## config.mk

```make
export PLATFORM = sky130hd
export DESIGN_NAME = crc_frame_arbiter
export DESIGN_NICKNAME = d
export VERILOG_FILES = /design/src/rtl/crc_frame_arbiter.sv
export SDC_FILE = /design/constraint.sdc
export NUM_CORES = 1
export LEC_CHECK = 0
export BUFFER_PORTS_ARGS = -buffer_cell sky130_fd_sc_hd__buf_4
export CAP_MARGIN = 25
export CORE_AREA = 2 2 119 121
export DETAILED_ROUTE_END_ITERATION = 8
export DIE_AREA = 0 0 121 123
export PLACE_DENSITY = 0.71
export SLEW_MARGIN = 25
export SYNTH_ARGS = -nofsm -noshare
export SYNTH_HDL_FRONTEND = slang
export SYNTH_SLANG_ARGS = --single-unit
```

## constraint.sdc

```tcl
create_clock -name clk -period 4.5 [get_ports clk]
set_clock_uncertainty 0.05 [all_clocks]
set_input_delay 0 -clock clk [delete_from_list [all_inputs] [get_ports clk]]
set_output_delay 0 -clock clk [all_outputs]
set_load 0.05 [all_outputs]
```

## src/rtl/crc_frame_arbiter.sv

```systemverilog
// Shares one slicing_crc engine between NUM_REQ requesters, one whole frame at a time,
// with round-robin grant and a valid/ready result register (CRC, byte length, owner).
module crc_frame_arbiter #(
    parameter int  SLICE_LENGTH = 8,
    parameter int  NUM_REQ      = 2,
    localparam int ID_W         = $clog2(NUM_REQ)
) (
    input  logic                              clk,
    input  logic                              reset,
    input  logic [NUM_REQ*8*SLICE_LENGTH-1:0] s_data,
    input  logic [NUM_REQ*SLICE_LENGTH-1:0]   s_keep,
    input  logic [NUM_REQ-1:0]                s_last,
    input  logic [NUM_REQ-1:0]                s_valid,
    output logic [NUM_REQ-1:0]                s_ready,
    output logic [8*SLICE_LENGTH-1:0]         eng_data,
    output logic [SLICE_LENGTH-1:0]           eng_valid,
    output logic                              eng_reset,
    input  logic [31:0]                       eng_crc,
    output logic [31:0]                       res_crc,
    output logic [15:0]                       res_len,
    output logic [ID_W-1:0]                   res_id,
    output logic                              res_valid,
    input  logic                              res_ready
);
    localparam int BEAT_W = 8*SLICE_LENGTH;
    localparam int CNT_W  = $clog2(SLICE_LENGTH+1);

    typedef enum logic [1:0] {IDLE, STREAM, CAPTURE, RESULT} state_t;

    state_t          state_q, state_d;
    logic [ID_W-1:0] grant_q, grant_d;
    logic [ID_W-1:0] last_grant_q, last_grant_d;
    logic [15:0]     len_q, len_d;
    logic [31:0]     res_crc_q, res_crc_d;
    logic [15:0]     res_len_q, res_len_d;
    logic [ID_W-1:0] res_id_q, res_id_d;
    logic            res_valid_q, res_valid_d;

    logic [BEAT_W-1:0]       data_a [NUM_REQ];
    logic [SLICE_LENGTH-1:0] keep_a [NUM_REQ];

    for (genvar r = 0; r < NUM_REQ; r++) begin : g_unpack
        assign data_a[r] = s_data[r*BEAT_W +: BEAT_W];
        assign keep_a[r] = s_keep[r*SLICE_LENGTH +: SLICE_LENGTH];
    end

    logic [BEAT_W-1:0]       g_data;
    logic [SLICE_LENGTH-1:0] g_keep;
    logic                    g_valid, g_last;

    assign g_data  = data_a[grant_q];
    assign g_keep  = keep_a[grant_q];
    assign g_valid = s_valid[grant_q];
    assign g_last  = s_last[grant_q];

    logic [CNT_W-1:0] keep_cnt;
    logic [16:0]      len_sum;

    always_comb begin
        keep_cnt = '0;
        for (int i = 0; i < SLICE_LENGTH; i++) keep_cnt = keep_cnt + CNT_W'(g_keep[i]);
    end

    assign len_sum = {1'b0, len_q} + 17'(keep_cnt);

    // Round-robin: first valid requester strictly after last_grant, wrapping.
    logic            rr_found;
    logic [ID_W-1:0] rr_pick, rr_cand;
    int unsigned     rr_idx;

    always_comb begin
        rr_found = 1'b0;
        rr_pick  = last_grant_q;
        rr_cand  = '0;
        rr_idx   = 0;
        for (int k = 1; k <= NUM_REQ; k++) begin
            rr_idx  = (int'(last_grant_q) + k) % NUM_REQ;
            rr_cand = ID_W'(rr_idx);
            if (!rr_found && s_valid[rr_cand]) begin
                rr_found = 1'b1;
                rr_pick  = rr_cand;
            end
        end
    end

    always_comb begin
        state_d      = state_q;
        grant_d      = grant_q;
        last_grant_d = last_grant_q;
        len_d        = len_q;
        res_crc_d    = res_crc_q;
        res_len_d    = res_len_q;
        res_id_d     = res_id_q;
        res_valid_d  = res_valid_q;
        case (state_q)
            IDLE: begin
                if (rr_found) begin
                    grant_d = rr_pick;
                    len_d   = '0;
                    state_d = STREAM;
                end
            end
            STREAM: begin
                if (g_valid) begin
                    len_d = len_sum[16] ? 16'hFFFF : len_sum[15:0];
                    if (g_last) begin
                        last_grant_d = grant_q;
                        state_d      = CAPTURE;
                    end
                end
            end
            CAPTURE: begin
                // Engine output is registered, so the last beat's CRC is visible here.
                res_crc_d   = eng_crc;
                res_len_d   = len_q;
                res_id_d    = grant_q;
                res_valid_d = 1'b1;
                state_d     = RESULT;
            end
            RESULT: begin
                if (res_ready) begin
                    res_valid_d = 1'b0;
                    state_d     = IDLE;
                end
            end
            default: state_d = IDLE;
        endcase
    end

    always_ff @(posedge clk) begin
        if (reset) begin
            state_q      <= IDLE;
            grant_q      <= '0;
            last_grant_q <= ID_W'(NUM_REQ-1);
            len_q        <= '0;
            res_crc_q    <= '0;
            res_len_q    <= '0;
            res_id_q     <= '0;
            res_valid_q  <= 1'b0;
        end else begin
            state_q      <= state_d;
            grant_q      <= grant_d;
            last_grant_q <= last_grant_d;
            len_q        <= len_d;
            res_crc_q    <= res_crc_d;
            res_len_q    <= res_len_d;
            res_id_q     <= res_id_d;
            res_valid_q  <= res_valid_d;
        end
    end

    always_comb begin
        s_ready = '0;
        if (state_q == STREAM && !reset) s_ready[grant_q] = 1'b1;
    end

    assign eng_data  = g_data;
    assign eng_valid = (state_q == STREAM && g_valid && !reset) ? g_keep : '0;
    // Clearing at the handshake edge is safe: the CRC was sampled in CAPTURE.
    assign eng_reset = reset | (state_q == RESULT && res_ready);

    assign res_crc   = res_crc_q;
    assign res_len   = res_len_q;
    assign res_id    = res_id_q;
    assign res_valid = res_valid_q;

endmodule

```

==> results.toml, run 1 <==
[outcome]
status = "complete, no violations"

[worst_setup_path]
required_ns = 4.65
crit_path_frequent_cell = "fa_1"
startpoint_type = "flip-flop"
crit_family = "adder cells"
worstSetupPathType = "reg2reg"
cpPeakStageDelay_ns = 0.53
path_buf_inv = 3
slowest_stage = "fa_1"
crit_chain = "mux2i_1 > fa_1 > inv_1 > fa_1 > inv_1 > fa_1 > inv_1 > fa_1 > fa_2 > a211oi_4 > nor3_2 > and2_1 > o21ai_0 > a21oi_1"
crit_start = "grant_q"
arrival_ns = 4.46
r2r-start = "grant_q"
critPathMaxFanout = 9
crit_path_end_kind = "flip-flop"

[timing]
fmax_mhz = 232
setup_tns_ns = 0
hold_viol = 0
grt_setup_unrepaired = "no"
drv_slew = 0
slew_headroom_pct = 40.3
worst_slew_pin_slew_ns = 0.895
finalSetupViolCount = 0
fin_crit_sh_pct = 95.8
min_period_ns = 4.31

[min_path]
worstHoldPathType = "in2reg"
min_from = "s_last[0]"

[floorplan]
fp.coreArea_sq_um = 13600
start_util_pct = 29.8
ios = 308
dieArea_sq_um = 14900
rows = 43
die_y_um = 123
die_w_um = 121

[cts]
clk_pin_slew_worst_paths_ns = 0.06
postCtsSetupBuffers = 0
clockRootBuffer = "clkbuf_16"
numCtsBuffers = 9
cts_sinks = 70
cts.path.max_buffers = 2
worstSkewPairLatency_ns = 0.34
htree_levels = 3
cts_tree = "built"

[yosys]
synth_compound_area_share_pct = 9.20
synthDistinctLibCells = 51
synth.cell_area_sq_um = 4050
yosys.area_share.xor_xnor_pct = 0.216
synth_fa_ha_area_share_pct = 5.87
synth_edf_count = 0
synth.net_count = 621
ys_warn_count = 0
ys_async_sr_fraction_pct = 0
synthSimpleGateAreaFrac_pct = 13.5
ys_dominant_reg_cell = "dfxtp_1"
syn_inst = 422
synth_top_family_by_area = "multiplexers"
muxShareOfSynthArea_pct = 32.8
synth-seq-cells = 70
syn_area_per_cell_sq_um = 9.60
yosysSeqAreaShare_pct = 34.6

[cells_and_area]
antenna_cells = 0
layout_common_cells = "buf_4 (310), nor2_1 (69), dfxtp_1 (69)"
fin_util_pct = 52.5
drive_gt1_share_pct = 53.8
areaGrowthSynthToFinish_pct = 76.3
stdcell_count = 938
nets = 952
final_common_cell = "buf_4"

[routing]
first_iter_violations = 246
drtPass1Iterations = 4
post_drt_wl_per_cell_um = 19.1
postRouteAntennaNets = 0
dr_total_vias = 4486
wl_um = 17900
vias_per_cell = 4.78
drc = 0

[global_routing]
grt_pass1_vias = 4563
overflow = 0
antenna_found_initial = 0
grt_pass1_wl_um = 25400
grt_usage_pct = 22.5
grt_start_max_net_pins = 61

[power]
leakage_nw = 3.25
powerDensity_nw_per_um2 = 463
vdd_drop_max_mv = 0.299

[placed_design]
dp_cells = 889
gp_congestion = 0.933
place.detailed.hpwl_um = 14500
port_buffers = 307

[flow_run]
max_cap_viol_count = 0
-- final cells by class --
type,instances,area [sq um]
fillers,1242,6470
repair buffers,343,2660
multi-input cells,315,2510
flip-flops and latches,70,1410
clock buffers,10,250
well taps,180,225
inverters,14,52.6
clock inverters,6,45.0
-- state kept, by name (all words and copies together) (netlist names) --
register	flops
last_grant_q	1
res_len	16
res_id	1
len_q	16
res_crc	32
grant_q	1
state_q	2
res_valid	1
-- cell usage after synthesis, types with 3 or more instances --
library cell	n	share of area [%]
nor3_1	3	0.37
nand2_2	3	0.46
a21o_1	3	0.56
nand4_1	5	0.77
a31oi_1	3	0.46
clkbuf_1	5	0.46
buf_2	13	1.6
nand2_1	14	1.3
dfxtp_1	70	35
a211oi_1	3	0.56
mux2_2	68	19
ha_1	11	3.4
mux2i_1	55	14
and2_1	6	0.93
buf_1	4	0.37
fa_1	5	2.5
inv_1	14	1.3
o21ai_0	18	2.2
nor4_1	3	0.46
nor2_1	69	6.4
a21oi_1	12	1.5
-- report_power, final --
part	total, mW	switching, mW	internal (mW)
registers	0.755	0.0555	0.699
logic	1.87	1.16	0.710
clock network	0.685	0.278	0.407
-- what timing repair did --
item,CTS,global route
gates resized for setup,0,2
endpoints found under the setup margin,0,3
hold buffers,33,0
endpoints found under the hold margin,33,0
-- cell families after synthesis --
logic type | count (synthesis)
mux | 124
simple gates | 116
flops | 70
compound gates | 58
buf+inv | 37
fa+ha+maj | 16
xor+xnor | 1
-- layer usage --
metal	global-route usage (%)	wire length (um)	vias up
met1	24.7	6720	2111
met4	9.52	570	0
met2	40.6	9270	173
met3	6.60	1390	39
li1	-	-	2163
met5	0	0	-
-- stage by stage --
step	hold slack [ns]	area, sq um	power, mW	setup slack, ns
2_1_floorplan	0.0972	4060	2.02	0.0128
3_3_place_gp	0.184	6510	2.56	0.262
3_5_place_dp	0.197	6510	2.59	0.149
4_1_cts	0.00839	7140	3.31	0.118
5_1_grt	0.0565	7150	3.48	0.0293
6_report	0.0143	7150	3.31	0.191
-- worst reg2reg max path, stage by stage (launching register included) --
cell and delay, ns:
dfxtp_4 0.37, mux2i_1 0.16, fa_1 0.51, inv_1 0.06, fa_1 0.53, inv_1 0.05
fa_1 0.53, inv_1 0.06, fa_1 0.47, fa_2 0.40, a211oi_4 0.32, nor3_2 0.15
and2_1 0.22, o21ai_0 0.20, a21oi_1 0.08
-- path summary, 6_finish.rpt --
kind,slack (ns),cells after the start,endpoint
max,0.19,14,len_q[5]
max reg2reg,0.19,14,len_q[5]
min,0.01,4,last_grant_q
min reg2reg,0.43,2,res_valid
(Power assumes the default switching activity.)
==> run 2, diff against run 1 <==
--- a/config.mk
+++ b/config.mk
@@ -7,10 +7,10 @@
 export LEC_CHECK = 0
 export BUFFER_PORTS_ARGS = -buffer_cell sky130_fd_sc_hd__buf_4
 export CAP_MARGIN = 25
-export CORE_AREA = 2 2 119 121
+export CORE_MARGIN = 10
+export CORE_UTILIZATION = 34
 export DETAILED_ROUTE_END_ITERATION = 8
-export DIE_AREA = 0 0 121 123
-export PLACE_DENSITY = 0.71
+export PLACE_DENSITY = 0.73
 export SLEW_MARGIN = 25
 export SYNTH_ARGS = -nofsm -noshare
 export SYNTH_HDL_FRONTEND = slang
==> run 2 against run 1 <==
Compared with the run above:
- first-iteration DRC count grew 0.41%
- sequential power barely moved
- critical endpoint is now len_q[3]
- sequential share of layout area decreased by 0.072 points
- die area grew 12%
- non-clock buffer count is 2 higher
- wire length up 7.8%
- core utilization grew 9.5 points
- global-route usage decreased by 1.4 points
- critical path type unchanged
- setup slack gained 0.012 ns
- count of clock-buffer cells in the layout stayed put
==> results.toml, run 2 (synthesized netlist as in run 1, its figures left out) <==
[cts]
htree_levels = 3
cts.path.max_buffers = 2
numCtsBuffers = 9
cts_sinks = 70
clockRootBuffer = "clkbuf_16"
clk_pin_slew_worst_paths_ns = 0.07
cts_tree = "built"
worstSkewPairLatency_ns = 0.33

[floorplan]
start_util_pct = 35.0
rows = 39
dieArea_sq_um = 16700
die_y_um = 129
die_w_um = 129
fp.coreArea_sq_um = 11600
ios = 308

[power]
p_int_mw = 1.96
powerDensity_nw_per_um2 = 479
p_sw_mw = 1.48
p_seq_share_pct = 21.9
p_sw_share_pct = 43.0
leakage_nw = 3.28
vdd_drop_max_mv = 0.294
clock_power_share_pct = 23.6
pwr-share-comb_pct = 54.6

[min_path]
worstHoldPathType = "in2reg"
min_to = "last_grant_q"
holdPathStages = 4
min_from = "s_last[0]"

[worst_setup_path]
arrival_ns = 4.46
r2r-start = "grant_q"
cpPeakStageDelay_ns = 0.53
slowest_stage = "fa_1"
timing.rr.end = "len_q[3]"
crit_path_end_kind = "flip-flop"
startpoint_type = "flip-flop"
crit_chain = "mux2i_1 > fa_1 > inv_1 > fa_1 > inv_1 > fa_1 > inv_1 > fa_1 > fa_2 > a211oi_4 > nor3_2 > and2_1 > o21ai_0 > nand2_1"
rr_worst_depth = 14
required_ns = 4.66
critPathMaxFanout = 9
worstSetupPathType = "reg2reg"
crit_path_frequent_cell = "fa_1"
r2r_slack_ns = 0.20

[cells_and_area]
final_area_sq_um = 7170
largest_reg_flops = 32
stdcell_count = 904
multi_input_area_sq_um = 2520
nFillCells = 976
areaGrowthSynthToFinish_pct = 77.0
nets = 954
register_area_sq_um = 1410
final_common_cell = "buf_4"
layout_common_cells = "buf_4 (312), nor2_1 (69), dfxtp_1 (69)"
drive_gt1_share_pct = 53.8
fin_util_pct = 62.0

[timing]
worst_slew_pin_slew_ns = 0.728
finalSetupViolCount = 0
fmax_mhz = 233
slew_headroom_pct = 51.4
grt_setup_unrepaired = "no"
drv_slew = 0
setup_tns_ns = 0
fin_crit_sh_pct = 95.5
min_period_ns = 4.30
hold_viol = 0

[global_routing]
grt_usage_pct = 21.1
globalRouteMet2Util_pct = 38.4
grt_use_met3_pct = 6.69
grt_pass1_wl_um = 27400
grt_pass1_vias = 4732
overflow = 0
grt_start_max_net_pins = 61
antenna_found_initial = 1
use_met1_pct = 21.9
busiest_layer = "met2"

[routing]
postRouteAntennaNets = 0
drc = 0
wl_um = 19300
first_iter_violations = 247
dr_total_vias = 4652
post_drt_wl_per_cell_um = 21.4
vias_per_cell = 5.15
drtPass1Iterations = 5

[outcome]
status = "complete, no violations"

[placed_design]
place.detailed.hpwl_um = 15600
place_area_sq_um = 6470
dp_cells = 853
port_buffers = 307
gp_congestion = 0.971

[flow_run]
max_cap_viol_count = 0
[run 2: how the worst max path moves through the flow]
stage / slack [ns] / end / from / cells past startpoint
CTS: 0.12 / len_q[5] / grant_q / 14
floorplan: 0.01 / len_q[5] / grant_q / 17
global placement: 0.25 / len_q[5] / grant_q / 14
detailed placement: 0.13 / len_q[5] / grant_q / 14
global route: 0.02 / len_q[4] / grant_q / 15
finish: 0.20 / len_q[3] / grant_q / 14
[run 2: worst max-delay path: cells and delay by family (launching register included)]
kind / cells / cell delay [ns]
AOI/OAI and AO/OA: 2 / 0.53
adders and majority gates: 5 / 2.45
buffers and inverters: 3 / 0.16
DFF: 1 / 0.37
muxes: 1 / 0.15
and+or+nand+nor: 3 / 0.46
[run 2: per-stage QoR]
step	power, mW	worst slack [ns]	hold slack, ns
floorplan	2.02	0.0128	0.0972
detailed placement	2.58	0.130	0.195
CTS	3.42	0.116	0.0101
global route	3.61	0.0215	0.0438
global placement	2.54	0.251	0.183
finish	3.44	0.203	0.0101
[run 2: final cells by class]
class	instances	share of cell area (%)
Sequential cell	70	19.6
Antenna cell	1	0.0349
Clock inverter	6	1.55
Multi-Input combinational cell	315	35.1
Tap cell	143	2.49
Clock buffer	10	3.19
Inverter	14	0.733
Timing Repair Buffer	345	37.3
[run 2: timing repair]
| item | CTS | global route |
|---|---|---|
| hold endpoints to repair | 33 | 0 |
| gates resized for setup | 0 | 3 |
| hold buffers | 33 | 0 |
| setup buffers | 0 | 1 |
| setup endpoints to repair | 0 | 10 |
[run 2: power groups by stage]
stage	Combinational, mW	Clock [mW]	Sequential [mW]
after floorplan	1.07	0	0.947
after detailed placement	1.82	0	0.763
final	1.88	0.810	0.752
after CTS	1.85	0.825	0.750
after global routing	2.00	0.850	0.763
after global placement	1.79	0	0.759
[run 2: per-layer routing]
metal	wire (um)	vias to the layer above
li1	-	2168
met1	6670	2224
met2	10200	221
met3	1850	39
met4	651	0
met5	0	-
==> run 3, diff against run 2 <==
--- a/config.mk
+++ b/config.mk
@@ -10,8 +10,8 @@
 export CORE_MARGIN = 10
 export CORE_UTILIZATION = 34
 export DETAILED_ROUTE_END_ITERATION = 8
-export PLACE_DENSITY = 0.73
-export SLEW_MARGIN = 25
+export PLACE_DENSITY = 0.7
+export REMOVE_ABC_BUFFERS = 1
 export SYNTH_ARGS = -nofsm -noshare
 export SYNTH_HDL_FRONTEND = slang
 export SYNTH_SLANG_ARGS = --single-unit
==> constraint.sdc (replaced) <==
create_clock -name clk -period 4.3 [get_ports clk]
set_clock_uncertainty 0.05 [all_clocks]
set_input_delay 0 -clock clk [delete_from_list [all_inputs] [get_ports clk]]
set_output_delay 0 -clock clk [all_outputs]
set_load 0.05 [all_outputs]
==> run 3 against run 2 <==
Compared with the run above:
- maximum frequency grew 3.9%
- count of clock-buffer cells in the layout grew 3
- combinational power grew 5%
- worst hold slack gained 0.0081 ns
- sequential power grew 4.8%
- sequential cell count is the same
- critical path depth grew 1
- non-clock buffer count grew 1
- clock power shrank 15%
- critical path type unchanged
==> results.toml, run 3 (synthesized netlist as in run 1, its figures left out) <==
[routing]
wl_um = 19400
post_drt_wl_per_cell_um = 21.4
postRouteAntennaNets = 0
dr_total_vias = 4650
drc = 0
vias_per_cell = 5.13
first_iter_violations = 207
drtPass1Iterations = 5

[global_routing]
grt_pass1_vias = 4967
grt_pass1_wl_um = 28200
grt_usage_pct = 21.8
grt_start_max_net_pins = 61
overflow = 0
antenna_found_initial = 2

[timing]
fmax_mhz = 242
hold_viol = 0
finalSetupViolCount = 0
grt_setup_unrepaired = "no"
slew_headroom_pct = 49.1
setup_tns_ns = 0
worst_slew_pin_slew_ns = 0.762
fin_crit_sh_pct = 96.2
min_period_ns = 4.14
drv_slew = 0

[min_path]
worstHoldPathType = "in2reg"
min_from = "s_last[0]"
min_to = "last_grant_q"
holdPathStages = 4

[placed_design]
gp_congestion = 0.955
dp_cells = 855
place.detailed.hpwl_um = 15800
port_buffers = 307
place_area_sq_um = 6480

[cells_and_area]
largest_reg_flops = 32
final_common_cell = "buf_4"
stdcell_count = 907
layout_common_cells = "buf_4 (313), nor2_1 (69), dfxtp_1 (69)"
areaGrowthSynthToFinish_pct = 75.6
final_area_sq_um = 7120
nets = 955
drive_gt1_share_pct = 54.0

[cts]
numCtsBuffers = 9
cts_tree = "built"
worstSkewPairLatency_ns = 0.33
postCtsSetupBuffers = 0
clockRootBuffer = "clkbuf_16"
htree_levels = 3
cts.path.max_buffers = 2
cts_sinks = 70
clk_pin_slew_worst_paths_ns = 0.06

[floorplan]
start_util_pct = 35.0
die_w_um = 129
dieArea_sq_um = 16700
die_y_um = 129
rows = 39
ios = 308
fp.coreArea_sq_um = 11600

[worst_setup_path]
r2r_slack_ns = 0.16
worstSetupPathType = "reg2reg"
rr_worst_depth = 15
r2r-start = "grant_q"
startpoint_type = "flip-flop"
critPathMaxFanout = 9
crit_path_end_kind = "flip-flop"
timing.rr.end = "len_q[15]"
arrival_ns = 4.30
required_ns = 4.46

[flow_run]
max_cap_viol_count = 0

[power]
leakage_nw = 3.27
vdd_drop_max_mv = 0.309
p_int_mw = 1.90
p_sw_mw = 1.54
p_sw_share_pct = 44.7
p_seq_share_pct = 22.9
clock_power_share_pct = 20.0
powerDensity_nw_per_um2 = 484
pwr-share-comb_pct = 57.1

[outcome]
status = "complete, no violations"
run 3: cell types whose count changed in the layout (fill, tap and decap cells not counted), sizes merged:
| cell | before | now |
|---|---|---|
| bufinv | 3 | 0 |
| clkbuf | 10 | 13 |
| clkinv | 2 | 1 |
| buf | 312 | 313 |
| clkinvlp | 1 | 2 |
| diode | 1 | 3 |
run 3: critical path, cell delays in order (launching register included):
cell and delay [ns]:
dfxtp_4 0.36, mux2i_1 0.16, fa_1 0.51, inv_1 0.05
fa_1 0.53, inv_1 0.06, fa_1 0.53, inv_1 0.06
fa_2 0.41, fa_2 0.37, a211oi_2 0.23, buf_4 0.16
nor3_4 0.07, nand2_2 0.13, o31ai_1 0.10, a22o_1 0.24
run 3: how the worst max path moves through the flow:
stage                           end     from  cells after the start  slack [ns]
after floorplan            len_q[5]  grant_q                     14       -1.87
after global placement     len_q[5]  grant_q                     15        0.04
after detailed placement   len_q[5]  grant_q                     15       -0.04
after CTS                 len_q[11]  grant_q                     15        0.04
after global routing      len_q[15]  grant_q                     15      0.0003
final                     len_q[15]  grant_q                     15        0.16
run 3: routing by layer:
| layer | global-route usage [%] | vias to the layer above | share of wire [%] |
|---|---|---|---|
| met2 | 37.4 | 238 | 48 |
| met3 | 8.52 | 49 | 11 |
| met5 | 0 | - | 0 |
| met1 | 22.2 | 2190 | 36 |
| li1 | - | 2173 | - |
| met4 | 12.8 | 0 | 5.0 |
run 3: area by class of cell:
cell class | count | area, sq um
antenna | 3 | 7.51
clock buffer | 13 | 260
clock inverter | 3 | 20.0
fill | 974 | 4450
inverter | 14 | 52.6
multi-input combinational | 315 | 2510
sequential | 70 | 1410
tap | 143 | 179
timing repair buffer | 346 | 2680
run 3: timing repair:
item                       in CTS  in global routing
hold buffers                   33                  0
hold endpoints to repair       33                  0
setup endpoints to repair       5                 14
gates resized for setup         2                  7
gates cloned                    0                  0
run 3: power groups by stage:
stage | registers (mW) | clock network (mW) | logic [mW]
floorplan | 1.04 | 0 | 1.06
global placement | 0.794 | 0 | 1.88
detailed placement | 0.797 | 0 | 1.91
CTS | 0.787 | 0.700 | 1.96
global route | 0.798 | 0.721 | 2.09
finish | 0.788 | 0.688 | 1.97
run 3: metrics by stage:
| step | power [mW] | utilization, % | hold slack, ns | setup WS [ns] |
|---|---|---|---|---|
| global route | 3.61 | 61.5 | 0.0549 | 0.000332 |
| detailed placement | 2.71 | 56.0 | 0.194 | -0.0449 |
| floorplan | 2.10 | - | 0.0191 | -1.87 |
| CTS | 3.45 | 61.4 | 0.0109 | 0.0448 |
| global placement | 2.68 | 56.0 | 0.183 | 0.0450 |
| finish | 3.44 | 61.5 | 0.0182 | 0.162 |
